## src/rtl/conv_pass_seq.sv

```systemverilog
// Sequencer for one convolution layer: launches NUM_KIJ core passes, swaps the
// ping-pong chip select between passes, then dumps LEN_NIJ output pixels.
module conv_pass_seq #(
   parameter int KSIZE   = 3,
   parameter int LEN_NIJ = 16,
   parameter int TIMEOUT = 255
) (
   input  logic       clk,
   input  logic       reset,
   input  logic       start,
   input  logic       core_done,
   output logic       start_kij,
   output logic [3:0] kij,
   output logic [3:0] inst_tb,
   output logic       busy,
   output logic       layer_done,
   output logic       error
);

   localparam int NUM_KIJ = KSIZE * KSIZE;
   localparam int WW      = $clog2(TIMEOUT + 2);
   localparam int DW      = $clog2(LEN_NIJ + 1);

   localparam logic [WW-1:0] WAIT_MAX  = WW'(TIMEOUT);
   localparam logic [DW-1:0] DUMP_LAST = DW'(LEN_NIJ - 1);
   localparam logic [3:0]    KIJ_LAST  = 4'(NUM_KIJ - 1);

   localparam logic [2:0] S_IDLE   = 3'd0;
   localparam logic [2:0] S_LAUNCH = 3'd1;
   localparam logic [2:0] S_WAIT   = 3'd2;
   localparam logic [2:0] S_SWAP   = 3'd3;
   localparam logic [2:0] S_DUMP   = 3'd4;
   localparam logic [2:0] S_DONE   = 3'd5;
   localparam logic [2:0] S_ERR    = 3'd6;

   logic [2:0]    state, state_n;
   logic [3:0]    kij_n;
   logic          rchip, rchip_n;
   logic          first_pass, first_n;
   logic          mem_write, final_rd;
   logic [WW-1:0] wait_cnt, wait_n;
   logic [DW-1:0] dump_cnt, dump_n;

   always_comb begin
      state_n = state;
      kij_n   = kij;
      rchip_n = rchip;
      first_n = first_pass;
      wait_n  = wait_cnt;
      dump_n  = dump_cnt;
      case (state)
         S_IDLE, S_DONE, S_ERR: begin
            if (start) begin
               state_n = S_LAUNCH;
               kij_n   = '0;
               rchip_n = 1'b0;
               first_n = 1'b1;
               wait_n  = '0;
               dump_n  = '0;
            end
         end
         S_LAUNCH: begin
            state_n = S_WAIT;
            wait_n  = '0;
         end
         S_WAIT: begin
            // rchip/first_pass change on SWAP entry so their registered value is visible during SWAP
            if (core_done) begin
               state_n = S_SWAP;
               rchip_n = ~rchip;
               first_n = 1'b0;
            end else if (wait_cnt == WAIT_MAX) begin
               state_n = S_ERR;
            end else begin
               wait_n = wait_cnt + 1'b1;
            end
         end
         S_SWAP: begin
            if (kij == KIJ_LAST) begin
               state_n = S_DUMP;
               dump_n  = '0;
            end else begin
               state_n = S_LAUNCH;
               kij_n   = kij + 4'd1;
            end
         end
         S_DUMP: begin
            if (dump_cnt == DUMP_LAST) state_n = S_DONE;
            else dump_n = dump_cnt + 1'b1;
         end
         default: state_n = S_IDLE;
      endcase
   end

   // Outputs are decoded from the next state and registered alongside it
   always_ff @(posedge clk) begin
      if (reset) begin
         state      <= S_IDLE;
         kij        <= '0;
         rchip      <= 1'b0;
         first_pass <= 1'b0;
         wait_cnt   <= '0;
         dump_cnt   <= '0;
         start_kij  <= 1'b0;
         mem_write  <= 1'b0;
         final_rd   <= 1'b0;
         busy       <= 1'b0;
         layer_done <= 1'b0;
         error      <= 1'b0;
      end else begin
         state      <= state_n;
         kij        <= kij_n;
         rchip      <= rchip_n;
         first_pass <= first_n;
         wait_cnt   <= wait_n;
         dump_cnt   <= dump_n;
         start_kij  <= (state_n == S_LAUNCH);
         mem_write  <= (state_n == S_LAUNCH) || (state_n == S_WAIT);
         final_rd   <= (state_n == S_DUMP);
         busy       <= !((state_n == S_IDLE) || (state_n == S_DONE) || (state_n == S_ERR));
         layer_done <= (state_n == S_DONE);
         error      <= (state_n == S_ERR);
      end
   end

   assign inst_tb = {final_rd, rchip, mem_write, first_pass};

endmodule

```

## config.mk

```make
export PLATFORM = sky130hd
export DESIGN_NAME = conv_pass_seq
export DESIGN_NICKNAME = d
export VERILOG_FILES = /design/src/rtl/conv_pass_seq.sv
export SDC_FILE = /design/constraint.sdc
export NUM_CORES = 1
export LEC_CHECK = 0
export BUFFER_PORTS_ARGS = -buffer_cell sky130_fd_sc_hd__buf_2
export CORE_MARGIN = 2
export CORE_UTILIZATION = 52
export DETAILED_ROUTE_END_ITERATION = 8
export PLACE_DENSITY = 0.8
export SYNTH_ARGS = -nofsm -noshare
export SYNTH_HDL_FRONTEND = slang
export SYNTH_SLANG_ARGS = --single-unit
```

## constraint.sdc

```tcl
create_clock -name clk -period 2.4 [get_ports clk]
set_clock_uncertainty 0.2 [all_clocks]
set_input_delay 0 -clock clk [delete_from_list [all_inputs] [get_ports clk]]
set_output_delay 0 -clock clk [all_outputs]
set_load 0.02 [all_outputs]
```

==> results of run 1 <==
metrics by stage:
| stage | power [mW] | util | hold WS [ns] |
|---|---|---|---|
| 2_1_floorplan | 0.8017 | - | 0.1019 |
| 3_3_place_gp | 0.8397 | 0.5601 | 0.1757 |
| 3_5_place_dp | 0.8458 | 0.5601 | 0.1834 |
| 4_1_cts | 1.361 | 0.6046 | 0.2591 |
| 5_1_grt | 1.434 | 0.6109 | 0.2928 |
| 6_report | 1.357 | 0.6109 | 0.2599 |
cell usage after synthesis (2+ instances only):
master and number:
o31ai_1 2, clkbuf_1 2, nand2b_1 2, nand2_1 10, nor3_1 5, buf_4 5, nand3b_1 3, mux2i_1 3
a31oi_1 3, nor2_1 24, a211oi_1 2, buf_2 3, a21oi_1 10, nand3_1 13, nor3b_2 2, ha_1 6
and4b_1 2, buf_6 3, xor2_1 6, and3_1 4, xnor2_1 4, inv_1 10, dfxtp_1 29, o21ai_0 6
or3_1 2, o21ai_1 2
registers in the layout, summed over array words and instances, names as in the netlist:
signal,flops
wait_cnt,9
layer_done,1
start_kij,1
rchip,1
first_pass,1
error,1
state,3
final_rd,1
dump_cnt,5
busy,1
mem_write,1
kij,4
kinds of logic (layout without fill, tap and decap cells):
group | Yosys count | in the layout
xor gates and xnor gates | 10 | 10
and+or+nand+nor | 76 | 76
adders and majority gates | 6 | 6
buffers and inverters | 23 | 43
AOI/OAI and AO/OA | 38 | 38
muxes | 3 | 3
DFF | 29 | 29
per-layer routing:
layer  wire length, um  GRT usage  vias up
li1                  -          -      695
met1              1424     0.2541      608
met3               128    0.06550        6
met2              1299     0.2747       25
met4                49    0.07792        0
met5                 0          0        -
what timing repair did:
item / 4_1_cts / 5_1_grt
endpoints found under the hold margin: 15 / 0
resized for setup: 0 / 5
setup endpoints to repair: 0 / 3
hold buffers: 3 / 0
cells in the final DEF, fill, tap and decap left out, drive strengths merged, types with 2 or more instances in the layout:
cell type,netlist,routed
dfxtp,29,29
nor2,24,24
buf,11,22
nand3,13,13
inv,10,10
nand2,10,10
a21oi,10,10
o21ai,9,9
xor2,6,6
ha,6,6
nor3,5,5
clkbuf,2,5
and3,4,4
xnor2,4,4
nand3b,3,3
mux2i,3,3
a31oi,3,3
dlygate4sd3,0,3
nor3b,3,3
and4b,2,2
nand2b,2,2
a211oi,2,2
or3,2,2
o31ai,2,2
bufinv,0,2
or2,2,2
final cells by class:
cell class,count,share of cell area
clock inverters,3,0.03576
inverters,10,0.02063
multi-input cells,133,0.4938
clock buffers,5,0.02063
repair buffers,25,0.08666
flip-flops and latches,29,0.3198
well taps,33,0.02270
worst paths after layout:
| check | start | to | slack [ns] | cells after the start |
|---|---|---|---|---|
| setup / recovery | dump_cnt[0] | dump_cnt[4] | 0.13 | 8 |
| hold / removal | dump_cnt[4] | dump_cnt[4] | 0.26 | 2 |
| setup reg to reg | dump_cnt[0] | dump_cnt[4] | 0.13 | 8 |
| hold reg to reg | dump_cnt[4] | dump_cnt[4] | 0.26 | 2 |
critical path: stages (launching register included):
cell,delay (ns)
dfxtp_2,0.34
ha_1,0.21
and3_1,0.18
ha_1,0.18
or2_0,0.20
a21o_1,0.20
a31o_4,0.26
or3_1,0.31
a21oi_1,0.12
power groups by stage:
stage          Sequential (mW)  Clock, mW  Combinational [mW]
6_report                 0.544      0.506               0.307
5_1_grt                  0.552      0.542               0.340
4_1_cts                  0.544      0.521               0.296
3_5_place_dp             0.555          0               0.290
3_3_place_gp             0.554          0               0.285
2_1_floorplan            0.544          0               0.258
==> metrics.csv, run 1 <==
stage;metric;value;unit
global_routing;Total GRT Usage;0.1890;
detailed_routing;# DRC;0;
sta;worst setup margin;0.1325;ns
placed_design;GP Congestion;0.8235;
synthesis;Mapped Cells;185;
setup_path;Critical Path RT;2.47;ns
synthesis;Synth Area in Compound Gates;0.1791;
detailed_routing;Pre-Repair DR Iteration Count;4;
finish;P&R area growth vs syn;14.22;%
clock_tree;Num CTS Buffers;5;
finish;multi-input logic area;898.4;um2
detailed_routing;wire length per cell;12.19;um
synthesis;share of the synthesized area in the top cell type;0.3645;
finish;Finished Cell Area;1819;um2
placed_design;Cells after DPL;227;
die;I/O pin count;16;
clock_tree;Post-CTS Repair Setup Buffers;0;
power_and_ir_drop;Lkg Pwr;0.7475;nW
synthesis;Synth Area in Adders;0.04713;
outcome;result of the run;complete, no violations;
die;Die Area;3522;um2
sta;Setup-failing EPs final;0;
synthesis;Synth Register Bits;29;
setup_path;critical path fanouts, max;6;
synthesis;mux cell area share after synthesis;0.01885;
placed_design;IO buf count;15;
die;Initial Utilization;0.5349;
sta;Slew Limit Fails;0;
placed_design;placed inst area;1668;um2
global_routing;number of global-route vias before repair;1109;
die;Die Y;59.35;um
global_routing;GRT overflow;0;
synthesis;post-synthesis net count;195;
clock_tree;H-tree depth;2;
clock_tree;CTS sink count;29;
finish;antenna diode count;0;
sta;Period minus WS final;2.267;ns
global_routing;wire length of the first global-routing pass;4.961;mm
finish;nets;214;
detailed_routing;antenna viol nets, final;0;
synthesis;top_reg_cell synth;dfxtp_1;
sta;setup TNS;0;ns
synthesis;Post-Syn Area;1593;um2
global_routing;antenna violations before repair;0;
placed_design;HPWL after DPL;2.042;mm
sta;period utilization;0.9448;
global_routing;largest net degree at the start of global routing;19;
synthesis;xor and xnor area share after synthesis;0.05499;
sta;Final Hold Viols;0;
clock_tree;Reg clk slew, reported paths;0.09;ns
clock_tree;Max Buffers Root-to-Sink;2;
power_and_ir_drop;Int Pwr;0.9756;mW
power_and_ir_drop;sequential power share;0.401;
power_and_ir_drop;NetSw;0.3813;mW
setup_path;CP startpoint kind;register;
setup_path;WP data arrival;2.34;ns
detailed_routing;drt via density;5.605;
setup_path;Critical Path End Type;register;
finish;final cell count without fillers;238;
sta;Worst Max-Slew Pin Slew;0.5612;ns
power_and_ir_drop;Clock power frac;0.373;
synthesis;sequential share of the synthesized area;0.3645;
power_and_ir_drop;Combinational Power Share;0.226;
synthesis;Simple-Gate Fraction of Synth Area;0.2529;
power_and_ir_drop;pwr dens;745.8;nW/um2
synthesis;YS warnings;0;
detailed_routing;DRT Wirelength;2.902;mm
die;Die X;59.35;um
power_and_ir_drop;switch share;0.2810;
finish;Register Area;581.8;um2
synthesis;largest family of logic cells by synthesized area;simple AND/OR/NAND/NOR gates;
sta;f_max;441.0;MHz
power_and_ir_drop;VDD IR max;381.6;uV
clock_tree;worst skew pair latency;0.33;ns
detailed_routing;1st-iter DRT viols;76;
die;# rows;20;
synthesis;Post-synth ARST share;0;
synthesis;Syn Area/Cell;8.610;um2
clock_tree;CTS tree;done;
flow_run;max-cap violation count;0;
sta;Slew Limit Headroom;0.6254;
finish;Layout fillers;276;
placed_design;Place WS;0.1105;ns
synthesis;top cells by area, synth;dfxtp_1 (36%), nor2_1 (5.7%), ha_1 (4.7%), nand3_1 (4.1%), xor2_1 (3.3%);
detailed_routing;total number of vias;1334;
finish;fraction of layout cells with a size suffix above 1;0.2098;
clock_tree;root buffer cell;clkbuf_4;
min_path;class of the worst hold path;register to register;
synthesis;count of cell types in the netlist;48;
sta;RSZ-0062 raised after global routing;false;
synthesis;post-synth top area cell;dfxtp_1;
setup_path;worst setup path category;register to register;
synthesis;Post-synth EDFFs;0;
die;core area;2978;um2
Note: power is estimated with default switching activity, not from simulation.
==> run 2, diff against run 1 <==
==> config.mk (replaced) <==
export PLATFORM = sky130hd
export DESIGN_NAME = conv_pass_seq
export DESIGN_NICKNAME = d
export VERILOG_FILES = /design/src/rtl/conv_pass_seq.sv
export SDC_FILE = /design/constraint.sdc
export NUM_CORES = 1
export LEC_CHECK = 0
export ABC_AREA = 1
export CORE_MARGIN = 2
export CORE_UTILIZATION = 55
export DETAILED_ROUTE_END_ITERATION = 8
export DONT_BUFFER_PORTS = 1
export PLACE_DENSITY = 0.71
export SYNTH_ARGS = -nofsm -noshare
export SYNTH_HDL_FRONTEND = slang
export SYNTH_SLANG_ARGS = --single-unit
==> run 2 against run 1 <==
Against the previous run:
- core utilization is 0.25 points lower
- hold slack better by 0.023 ns
- first-iteration DRC count is 13% lower
- power is 17% lower
- critical endpoint is now first_pass
- largest power group unchanged
==> metrics.csv, run 2 <==
stage;metric;value;unit;change
detailed_routing;wire length per cell;11.07;um;was 12.19 um
detailed_routing;drt via density;5.135;;was 5.605
sta;RSZ-0062 raised after global routing;false;;unchanged
synthesis;post-synth top area cell;dfxtp_1;;unchanged
synthesis;Post-Syn Area;1585;um2;was 1593 um2
power_and_ir_drop;VDD IR max;477.4;uV;was 381.6 uV
synthesis;most frequent cell after synthesis;nand2_1;;was dfxtp_1
placed_design;HPWL after DPL;2.213;mm;was 2.042 mm
synthesis;top cells by area, synth;dfxtp_1 (37%), nand2_1 (14%), nor2_1 (9.0%), inv_1 (6.9%), nand3_1 (6.0%);;was dfxtp_1 (36%), nor2_1 (5.7%), ha_1 (4.7%), nand3_1 (4.1%), xor2_1 (3.3%)
power_and_ir_drop;Lkg Pwr;0.7571;nW;was 0.7475 nW
die;# rows;19;;was 20
die;I/O pin count;16;;unchanged
sta;Period minus WS final;2.178;ns;was 2.267 ns
sta;f_max;459.1;MHz;was 441.0 MHz
finish;Finished Cell Area;1678;um2;was 1819 um2
synthesis;Post-synth ARST share;0;;unchanged
die;Initial Utilization;0.5749;;was 0.5349
power_and_ir_drop;Combinational Power Share;0.232;;was 0.226
detailed_routing;total number of vias;1412;;was 1,334
global_routing;met1 usage;0.2786;;was 0.2541
detailed_routing;# DRC;0;;unchanged
synthesis;Mapped Cells;239;;was 185
global_routing;largest net degree at the start of global routing;23;;was 19
finish;nets;253;;was 214
synthesis;sequential share of the synthesized area;0.3662;;was 0.3645
clock_tree;H-tree depth;2;;unchanged
synthesis;share of the synthesized area in the top cell type;0.3662;;was 0.3645
global_routing;GRT overflow;0;;unchanged
die;Die Y;57.69;um;was 59.35 um
setup_path;Critical Path RT;2.49;ns;was 2.47 ns
finish;antenna diode count;0;;unchanged
clock_tree;# resized after CTS;0;;unchanged
min_path;class of the worst hold path;register to register;;unchanged
setup_path;worst setup path category;register to register;;unchanged
synthesis;post-synthesis net count;249;;was 195
power_and_ir_drop;sequential power share;0.508;;was 0.401
global_routing;number of global-route vias before repair;1243;;was 1,109
power_and_ir_drop;Clock power frac;0.261;;was 0.373
global_routing;M2 GR Usage;0.3084;;was 0.2747
global_routing;Total GRT Usage;0.2084;;was 0.1890
sta;period utilization;0.9075;;was 0.9448
sta;Slew Limit Headroom;0.4601;;was 0.6254
clock_tree;Num CTS Buffers;5;;unchanged
synthesis;Post-synth EDFFs;0;;unchanged
detailed_routing;1st-iter DRT viols;66;;was 76
clock_tree;Max Buffers Root-to-Sink;2;;unchanged
clock_tree;CTS tree;done;;unchanged
finish;Final Core Density;0.6084;;was 0.6109
setup_path;critical path fanouts, max;8;;was 6
clock_tree;worst skew pair latency;0.34;ns;was 0.33 ns
detailed_routing;antenna viol nets, final;0;;unchanged
finish;biggest regs;wait_cnt: 9 flops, dump_cnt: 5 flops, kij: 4 flops;;unchanged
power_and_ir_drop;NetSw;0.4241;mW;was 0.3813 mW
clock_tree;root buffer cell;clkbuf_4;;unchanged
global_routing;Global Route met3 Usage;0.05580;;was 0.06550
detailed_routing;Pre-Repair DR Iteration Count;4;;unchanged
synthesis;count of cell types in the netlist;23;;was 48
flow_run;max-cap violation count;0;;unchanged
finish;largest reg by FF count;wait_cnt;;unchanged
global_routing;antenna violations before repair;0;;unchanged
finish;commonest non-fill, non-tap cells in the layout;nand2_1 (59), nor2_1 (38), inv_1 (29), dfxtp_1 (29), nand3_1 (19);;was dfxtp_1 (28), nor2_1 (24), buf_2 (15), nand3_1 (13)
synthesis;Synth Register Bits;29;;unchanged
outcome;result of the run;complete, no violations;;unchanged
placed_design;GP Congestion;0.8274;;was 0.8235
synthesis;top_reg_cell synth;dfxtp_1;;unchanged
setup_path;WP data arrival;2.27;ns;was 2.34 ns
finish;max reg flops;9;;unchanged
sta;setup TNS;0;ns;unchanged
finish;P&R area growth vs syn;5.841;%;was 14.22%
finish;commonest non-fill, non-tap cell in the layout;nand2_1;;was dfxtp_1
sta;Worst Max-Slew Pin Slew;0.8071;ns;was 0.5612 ns
setup_path;CP startpoint kind;register;;unchanged
finish;Register Area;580.6;um2;was 581.8 um2
sta;Setup-failing EPs final;0;;unchanged
die;Die X;57.69;um;was 59.35 um
finish;Layout fillers;259;;was 276
sta;Slew Limit Fails;0;;unchanged
clock_tree;Reg clk slew, reported paths;0.10;ns;was 0.09 ns
power_and_ir_drop;switch share;0.3745;;was 0.2810
global_routing;wire length of the first global-routing pass;5.278;mm;was 4.961 mm
power_and_ir_drop;Design Power;1.132;mW;was 1.357 mW
synthesis;YS warnings;0;;unchanged
placed_design;IO buf count;0;;was 15
die;core area;2758;um2;was 2978 um2
synthesis;most instantiated cells after synthesis;nand2_1 (59), nor2_1 (38), dfxtp_1 (29), inv_1 (29), nand3_1 (19);;was dfxtp_1 (29), nor2_1 (24), nand3_1 (13)
finish;fraction of layout cells with a size suffix above 1;0.09426;;was 0.2098
power_and_ir_drop;pwr dens;674.9;nW/um2;was 745.8 nW/um2
detailed_routing;DRT Wirelength;3.043;mm;was 2.902 mm
die;Die Area;3328;um2;was 3522 um2
finish;multi-input logic area;835.8;um2;was 898.4 um2
placed_design;placed inst area;1583;um2;was 1668 um2
clock_tree;CTS sink count;29;;unchanged
global_routing;Most Crowded Layer GR;met2;;unchanged
synthesis;Syn Area/Cell;6.633;um2;was 8.610 um2
setup_path;Critical Path End Type;register;;unchanged
sta;Final Hold Viols;0;;unchanged
power_and_ir_drop;Int Pwr;0.7084;mW;was 0.9756 mW
==> run 2: power groups by stage <==
| stage | Sequential, mW | Clock [mW] | Combinational (mW) |
|---|---|---|---|
| finish | 0.575 | 0.295 | 0.263 |
| detailed placement | 0.586 | 0 | 0.247 |
| CTS | 0.575 | 0.302 | 0.262 |
| global route | 0.580 | 0.317 | 0.303 |
| floorplan | 0.566 | 0 | 0.237 |
| global placement | 0.587 | 0 | 0.244 |
==> run 2: routing by layer <==
layer  wire (um)  vias to the layer above
met5           0                        -
met4          68                        0
met3         146                        7
met2        1310                       28
met1        1517                      619
li1            -                      758
==> run 2: stage by stage <==
step           setup slack, ns  hold WS, ns  instances
6_report                0.2219       0.2832        275
5_1_grt                0.05905       0.3065        275
4_1_cts                 0.2445       0.2844        275
3_5_place_dp            0.4125      -0.1270        263
3_3_place_gp            0.4519      -0.1287        263
2_1_floorplan           0.6010      -0.1159        239
==> run 2: cells by family after synthesis <==
kind of cell | share of synthesized area
AND/OR/NAND/NOR | 0.3796
flip-flops | 0.3662
adder cells (fa/ha/maj) | 0.04735
buffers and inverters | 0.1065
AO/OA/AOI/OAI | 0.08366
XOR/XNOR | 0.01658
==> run 2: cell type report <==
class / count / area share
Inverter: 32 / 0.07159
Sequential cell: 29 / 0.3460
Tap cell: 31 / 0.02312
Timing Repair Buffer: 5 / 0.02834
Clock inverter: 3 / 0.01044
Clock buffer: 5 / 0.02237
Multi-Input combinational cell: 170 / 0.4981
==> run 2: final timing paths <==
kind                     from           to  slack, ns  cells past startpoint
hold reg to reg   dump_cnt[3]  dump_cnt[3]       0.28                      2
setup reg to reg     state[1]   first_pass       0.22                      8
hold / removal    dump_cnt[3]  dump_cnt[3]       0.28                      2
setup / recovery     state[1]   first_pass       0.22                      8
==> run 2: what timing repair did <==
| item | 4_1_cts | 5_1_grt |
|---|---|---|
| endpoints found under the setup margin | 0 | 0 |
| hold endpoints to repair | 29 | 0 |
| buffers inserted | 0 | 0 |
| hold buffers | 4 | 0 |
==> run 2: critical path: stages, from the launching register on <==
cell,delay (ns)
dfxtp_1,0.37
nor2_1,0.24
nand2_4,0.13
nand2_1,0.11
inv_1,0.06
o21ai_1,0.23
nand2_1,0.09
a21oi_1,0.13
dlygate4sd3_1,0.56
